$ cat config.mk
export PLATFORM = sky130hd
export DESIGN_NAME = sb_trig_holdoff_scaler
export DESIGN_NICKNAME = d
export VERILOG_FILES = /design/src/rtl/sb_trig_holdoff_scaler.sv
export SDC_FILE = /design/constraint.sdc
export NUM_CORES = 1
export LEC_CHECK = 0
export ABC_AREA = 1
export CORE_ASPECT_RATIO = 1.4
export CORE_MARGIN = 3
export CORE_UTILIZATION = 50
export CTS_BUF_LIST = sky130_fd_sc_hd__clkbuf_8
export DETAILED_ROUTE_END_ITERATION = 10
export GPL_TIMING_DRIVEN = 0
export PLACE_DENSITY = 0.77
export SKIP_LAST_GASP = 1
export SLEW_MARGIN = 20
export SYNTH_ARGS = -nofsm -noshare
export SYNTH_HDL_FRONTEND = slang
export SYNTH_SLANG_ARGS = --single-unit
$ cat constraint.sdc
create_clock -name CLK120 -period 4.2 [get_ports CLK120]
set_clock_uncertainty 0.15 [all_clocks]
set_input_delay 0.63 -clock CLK120 [delete_from_list [all_inputs] [get_ports CLK120]]
set_output_delay 0.63 -clock CLK120 [all_outputs]
set_load 0.03 [all_outputs]
$ cat src/rtl/sb_trig_holdoff_scaler.sv
// Single-bin trigger hold-off and per-PPS scaler stage: turns the 40 MHz trigger level
// into a one-cycle CLK120 pulse, blocks re-triggers during hold-off and counts both outcomes.
`timescale 1ns/1ps
module sb_trig_holdoff_scaler #(
    parameter int HOLDOFF_WIDTH = 12,
    parameter int COUNT_WIDTH   = 24
) (
    input  logic                     CLK120,
    input  logic                     RESET,
    input  logic [1:0]               ENABLE40,
    input  logic                     TRIG_IN,
    input  logic                     ARM,
    input  logic [HOLDOFF_WIDTH-1:0] HOLDOFF,
    input  logic                     PPS,
    output logic                     TRIG_OUT,
    output logic                     BUSY,
    output logic [COUNT_WIDTH-1:0]   ACCEPT_SCALER,
    output logic [COUNT_WIDTH-1:0]   SUPPRESS_SCALER,
    output logic                     SCALER_VALID
);
    typedef enum logic {IDLE = 1'b0, HOLD = 1'b1} state_t;

    localparam logic [COUNT_WIDTH-1:0] CNT_ONE = COUNT_WIDTH'(1);

    function automatic logic [COUNT_WIDTH-1:0] sat_inc(input logic [COUNT_WIDTH-1:0] cnt);
        if (cnt == {COUNT_WIDTH{1'b1}})
            return cnt;
        return cnt + 1'b1;
    endfunction

    state_t                   state;
    logic                     trig_r, trig_prev;
    logic                     pps_r, pps_prev;
    logic [1:0]               lcl_enable40;
    logic [HOLDOFF_WIDTH-1:0] ho_cnt;
    logic [COUNT_WIDTH-1:0]   accept_cnt, suppress_cnt;
    logic                     trig_edge, pps_edge, accept_hit, suppress_hit;

    assign trig_edge    = trig_r & ~trig_prev;
    assign pps_edge     = pps_r & ~pps_prev;
    assign accept_hit   = trig_edge & ARM & (state == IDLE);
    assign suppress_hit = trig_edge & (state == HOLD);

    always_ff @(posedge CLK120 or posedge RESET) begin
        if (RESET) begin
            state           <= IDLE;
            trig_r          <= 1'b0;
            trig_prev       <= 1'b0;
            pps_r           <= 1'b0;
            pps_prev        <= 1'b0;
            lcl_enable40    <= 2'd0;
            ho_cnt          <= '0;
            accept_cnt      <= '0;
            suppress_cnt    <= '0;
            TRIG_OUT        <= 1'b0;
            BUSY            <= 1'b0;
            ACCEPT_SCALER   <= '0;
            SUPPRESS_SCALER <= '0;
            SCALER_VALID    <= 1'b0;
        end else begin
            // input register stage
            trig_r       <= TRIG_IN;
            trig_prev    <= trig_r;
            pps_r        <= PPS;
            pps_prev     <= pps_r;
            lcl_enable40 <= ENABLE40;

            // edge / output register stage
            TRIG_OUT <= accept_hit;
            case (state)
                IDLE: begin
                    if (accept_hit) begin
                        ho_cnt <= HOLDOFF;
                        if (HOLDOFF != '0) begin
                            state <= HOLD;
                            BUSY  <= 1'b1;
                        end
                    end
                end
                HOLD: begin
                    // expiry leaves HOLD one cycle after the count reaches zero
                    if (ho_cnt == '0) begin
                        state <= IDLE;
                        BUSY  <= 1'b0;
                    end else if (lcl_enable40 == 2'd0) begin
                        ho_cnt <= ho_cnt - 1'b1;
                    end
                end
                default: state <= IDLE;
            endcase

            SCALER_VALID <= pps_edge;
            if (pps_edge) begin
                // a trigger coinciding with the PPS edge belongs to the new interval
                ACCEPT_SCALER   <= accept_cnt;
                SUPPRESS_SCALER <= suppress_cnt;
                accept_cnt      <= accept_hit ? CNT_ONE : '0;
                suppress_cnt    <= suppress_hit ? CNT_ONE : '0;
            end else begin
                if (accept_hit)
                    accept_cnt <= sat_inc(accept_cnt);
                if (suppress_hit)
                    suppress_cnt <= sat_inc(suppress_cnt);
            end
        end
    end
endmodule

# Word level (Yosys, flattened, before mapping)
# Cells that the tools add are included.
# classes
add_sub_neg	3
reduce_logical	9
eq_ne	9
n_bitwise	8
mux	26
# op_table
operator	n
$mux W24	6
$add A24 B1 Y24 const B	2
$eq A24 B24 Y1 const B	2
$mux W12	3
$pmux W12 S2	1
$mux W1	14
$logic_not A12 Y1	1
$reduce_bool A12 Y1	1
$sub A12 B1 Y12 const B	1
$ne A2 B1 Y1 const B	3
$ne A3 B3 Y1 const B	2
$reduce_and A3 Y1	2
$and A1 B1 Y1	5
$ne A2 B2 Y1 const B	2
$pmux W1 S2	2
$reduce_and A2 Y1	2
$reduce_bool A2 Y1	2
$not A1 Y1	3
$logic_not A2 Y1	1
# totals
word_cells	69
in_bits	19
regBits	118
output_inout_bits	51

# Depth between registers and ports, before layout
# depth
ltp_word	9
depth_mapped	11
depth_no_buf	10

# Worst setup path after synthesis
# No wires, ideal clock.
# synth_path
path_type	register -> register
from	reg suppress_cnt[0]
to	reg suppress_cnt[4]
required_time_ps	3931
path_slack_ps	2307
arrival_ps	1624
path_buffers	1
period_less_slack_ps	1893
path_stages_with_launch	12
path_cell_list	dfrtp_1 > ha_1 > nand2_1 > nor2_4 > nand2_2 > nor2_2 > nand3_2 > nand2_4 > inv_2 > buf_6 > nand2_1 > o21ai_2
# synth_between
elab_chain_cells	6
word_cells_on_any_way	10
classes_between	1 x add/sub; 2 x eq/ne; 6 x mux; 1 x reduce/logical
# synth_lines
element	line_no	text
from (decl)	36	logic [COUNT_WIDTH-1:0] accept_cnt, suppress_cnt;
from (signal assigned)	98	suppress_cnt <= suppress_hit ? CNT_ONE : '0;
from (signal assigned)	103	suppress_cnt <= sat_inc(suppress_cnt);
parallel branches: the longest is 6 deep, another holds $add A24 B1 Y24	n/a	
# Several ways; the timed one is not identified. The select of a mux whose other input is x is not followed.
# A chain may end at the register's enable or synchronous reset.

# Worst setup path in the final report
# layout_path
from	reg suppress_cnt[0]
to	reg suppress_cnt[2]
# Same word-level chain as after synthesis.

==> results_dict.tcl <==
set metrics [dict create \
    status "finished, final reports clean" \
    clk_pin_slew_ns 0.07 \
    coreArea_mm2 0.0119 \
    yosysWarnings 0 \
    grt_pass1_vias 5385 \
    p_int_mw 2.22 \
    layout_min_cycle_time_ns 2.55 \
    dp_hpwl_mm 12.3 \
    power_frac_comb 0.238 \
    clockBufferDepth 2 \
    grt_util_all_layers 0.249 \
    routabilityCongestion 0.946 \
    power-per-cell-area_mw_per_mm2 441 \
    crit_path_end_kind "register" \
    finalSetupViolations 0 \
    fin_ws_ns 1.65 \
    overflow 0 \
    clk_latency_ns 0.45 \
    dr.pass1.iters 6 \
    slew_headroom 0.575 \
    min_path_type "reg2reg" \
    dieArea_mm2 0.0138 \
    pwr-share-seq 0.415 \
    die_x_um 100 \
    cts_buffers 17 \
    max_stage_delay_ns 0.49 \
    synth_cell_type_count 29 \
    num_vias 5714 \
    cts_resized 0 \
    max-cap-violations 0 \
    worst_path_max_delay_cell "dfrtp_1" \
    drt-total-wl_mm 16.6 \
    io_buffers 69 \
    grt_pass1_wl_mm 26.4 \
    fin_crit_sh 0.606 \
    cts.sinks 118 \
    clockRootBuffer "clkbuf_8" \
    power_switching_mw 1.11 \
    path_cells "ha_1, nand2_1, nor2_4, nand2_2, nor2_2, nand3_2, nand2_4, inv_2, buf_6, nand2_1, o21ai_2" \
    crit_arrival_ns 2.74 \
    rsz0062_at_grt "no" \
    synth_seq_cells 118 \
    worstPathMaxFanout 10 \
    syn2layout_area_growth_pct 21.8 \
    syn_area_per_cell_um2 7.45 \
    drc 0 \
    postCtsSetupBuffers 0 \
    path_buf_inv 2 \
    place_ws_ns 1.73 \
    hold_viol 0 \
    vias_per_cell 5.29 \
    ys_seq_area_frac 0.477 \
    grt_max_degree 77 \
    crit_path_start_kind "register" \
    cts_hold_buf 0 \
    worst_slew_pin_slew_ns 0.638 \
    io_pins 70 \
    antenna_cells 0 \
    cts_tree "done" \
    hold-worst-slack_ns 0.233 \
    cts_max_level 4 \
    antenna_found_initial 0 \
    syn-instance-count 831 \
    p_clk_frac 0.347 \
    synthesis.area_mm2 0.00619 \
    worstPathRequired_ns 4.39 \
    max_freq_mhz 393 \
    cp_top_family "simple AND/OR/NAND/NOR gates" \
    syn_nets 854 \
    cpMostUsedCell "nand2_1" \
    wl_per_cell_um 15.4 \
    dieHeight_um 138 \
    total_leakage_power_nw 3.16 \
    drtIter0Drc 404 \
    rows 47 \
    worstSetupPathType "reg2reg" \
    ir_worst_vdd_mv 0.293 \
    initial_core_util 0.518 \
    ant_nets 0 \
    nets 943 \
    slew_violations 0 \
    layout-drive-gt1-share 0.0836 \
    switching_share 0.333 \
]
==> path summary, 6_finish.rpt <==
path / from / end / slack (ns) / cells past startpoint
worst max-delay path: suppress_cnt[0]$_DFFE_PP0P_ / suppress_cnt[2]$_DFFE_PP0P_ / 1.65 / 11
worst min-delay path: pps_r$_DFF_PP0_ / pps_prev$_DFF_PP0_ / 0.23 / 0
worst max register to register: suppress_cnt[0]$_DFFE_PP0P_ / suppress_cnt[2]$_DFFE_PP0P_ / 1.65 / 11
worst min register to register: pps_r$_DFF_PP0_ / pps_prev$_DFF_PP0_ / 0.23 / 0
max in group asynchronous: RESET / SUPPRESS_SCALER[23]$_DFFE_PP0P_ / 2.76 / 3
min in group asynchronous: RESET / ho_cnt[6]$_DFFE_PP0P_ / 0.42 / 2
==> cells in the final DEF (no fill, tap or decap), types with 3 or more instances in the layout <==
cell             count
or2_2                3
nand3_1             71
dfrtp_1            118
o21ai_2             14
nor2_1              84
buf_4                6
clkbuf_1            13
clkinv_4             3
ha_1                 4
buf_1                4
o21ai_0             72
clkdlybuf4s50_1     69
nor2_2               3
nor4_1               3
nand4_1             18
nor2_4               3
clkinv_2             3
nor3_1               4
bufinv_16            4
nand2_2              3
clkbuf_8            19
xor2_1               8
nand2_1            272
inv_2                5
inv_1               74
o21ai_1             33
==> kinds of logic after synthesis <==
| group | synth area share |
|---|---|
| adders and majority gates | 0.00809 |
| xor gates and xnor gates | 0.0113 |
| buffers and inverters | 0.0708 |
| and+or+nand+nor | 0.322 |
| DFF | 0.477 |
| AOI/OAI and AO/OA | 0.111 |
==> cell usage after synthesis <==
master | number | area share
a31oi_1 | 2 | 0.0020
or2_2 | 3 | 0.0030
inv_1 | 74 | 0.045
o21ai_0 | 72 | 0.058
nor3_1 | 4 | 0.0032
buf_1 | 4 | 0.0024
nand3_2 | 2 | 0.0032
o21ai_1 | 33 | 0.027
o21ai_2 | 14 | 0.020
nand3_1 | 71 | 0.057
o211ai_1 | 2 | 0.0024
ha_1 | 4 | 0.0081
inv_2 | 5 | 0.0030
xor2_1 | 8 | 0.011
buf_2 | 2 | 0.0016
nor2_1 | 84 | 0.051
nor2_2 | 3 | 0.0030
buf_6 | 2 | 0.0036
dfrtp_1 | 118 | 0.48
a21oi_1 | 2 | 0.0016
nand2_4 | 2 | 0.0036
nand2_1 | 272 | 0.17
nand2_2 | 3 | 0.0030
buf_4 | 6 | 0.0073
nand4_1 | 18 | 0.018
nor4_1 | 3 | 0.0030
nor2_4 | 3 | 0.0055
nor3b_1 | 2 | 0.0024
clkbuf_1 | 13 | 0.0079
==> sequential cells by signal, summed over array words and instances, names as in the netlist <==
signal,count
pps_prev,1
ho_cnt,12
lcl_enable40,2
SUPPRESS_SCALER,24
suppress_cnt,24
TRIG_OUT,1
ACCEPT_SCALER,24
BUSY,1
accept_cnt,24
SCALER_VALID,1
state,1
trig_prev,1
pps_r,1
trig_r,1
==> metrics by stage <==
stage	instance area (um2)	TNS, ns	std cells	util	power [mW]
2_1_floorplan	6190	0	831	-	1.93
5_1_grt	7540	0	1080	0.631	3.51
3_3_place_gp	7060	-169.69	1047	0.592	2.16
6_report	7540	0	1080	0.631	3.32
3_5_place_dp	7090	0	1048	0.594	2.18
4_1_cts	7540	0	1080	0.631	3.33
==> power by group through the flow <==
stage          Combinational [mW]  Sequential [mW]  Clock, mW
6_report                    0.792             1.38       1.15
3_3_place_gp                0.770             1.39          0
2_1_floorplan               0.496             1.43          0
4_1_cts                     0.796             1.38       1.16
5_1_grt                     0.898             1.39       1.22
3_5_place_dp                0.791             1.39          0
==> routing by layer <==
layer | share of wire | GRT usage | wire length [um] | vias to the layer above
li1 | - | - | - | 2852
met1 | 0.40 | 0.288 | 6660 | 2648
met2 | 0.51 | 0.434 | 8470 | 155
met3 | 0.042 | 0.0456 | 697 | 59
met4 | 0.045 | 0.134 | 753 | 0
met5 | 0 | 0 | 0 | -
==> area by class of cell <==
class / instances / area [um2]
inverter: 79 / 302
timing repair buffer: 70 / 718
clock inverter: 13 / 180
multi-input combinational: 607 / 2800
sequential: 118 / 2950
clock buffer: 19 / 262
fill: 1100 / 4400
buffer: 27 / 141
tap: 147 / 184
Power figures use the tool's default switching activity.
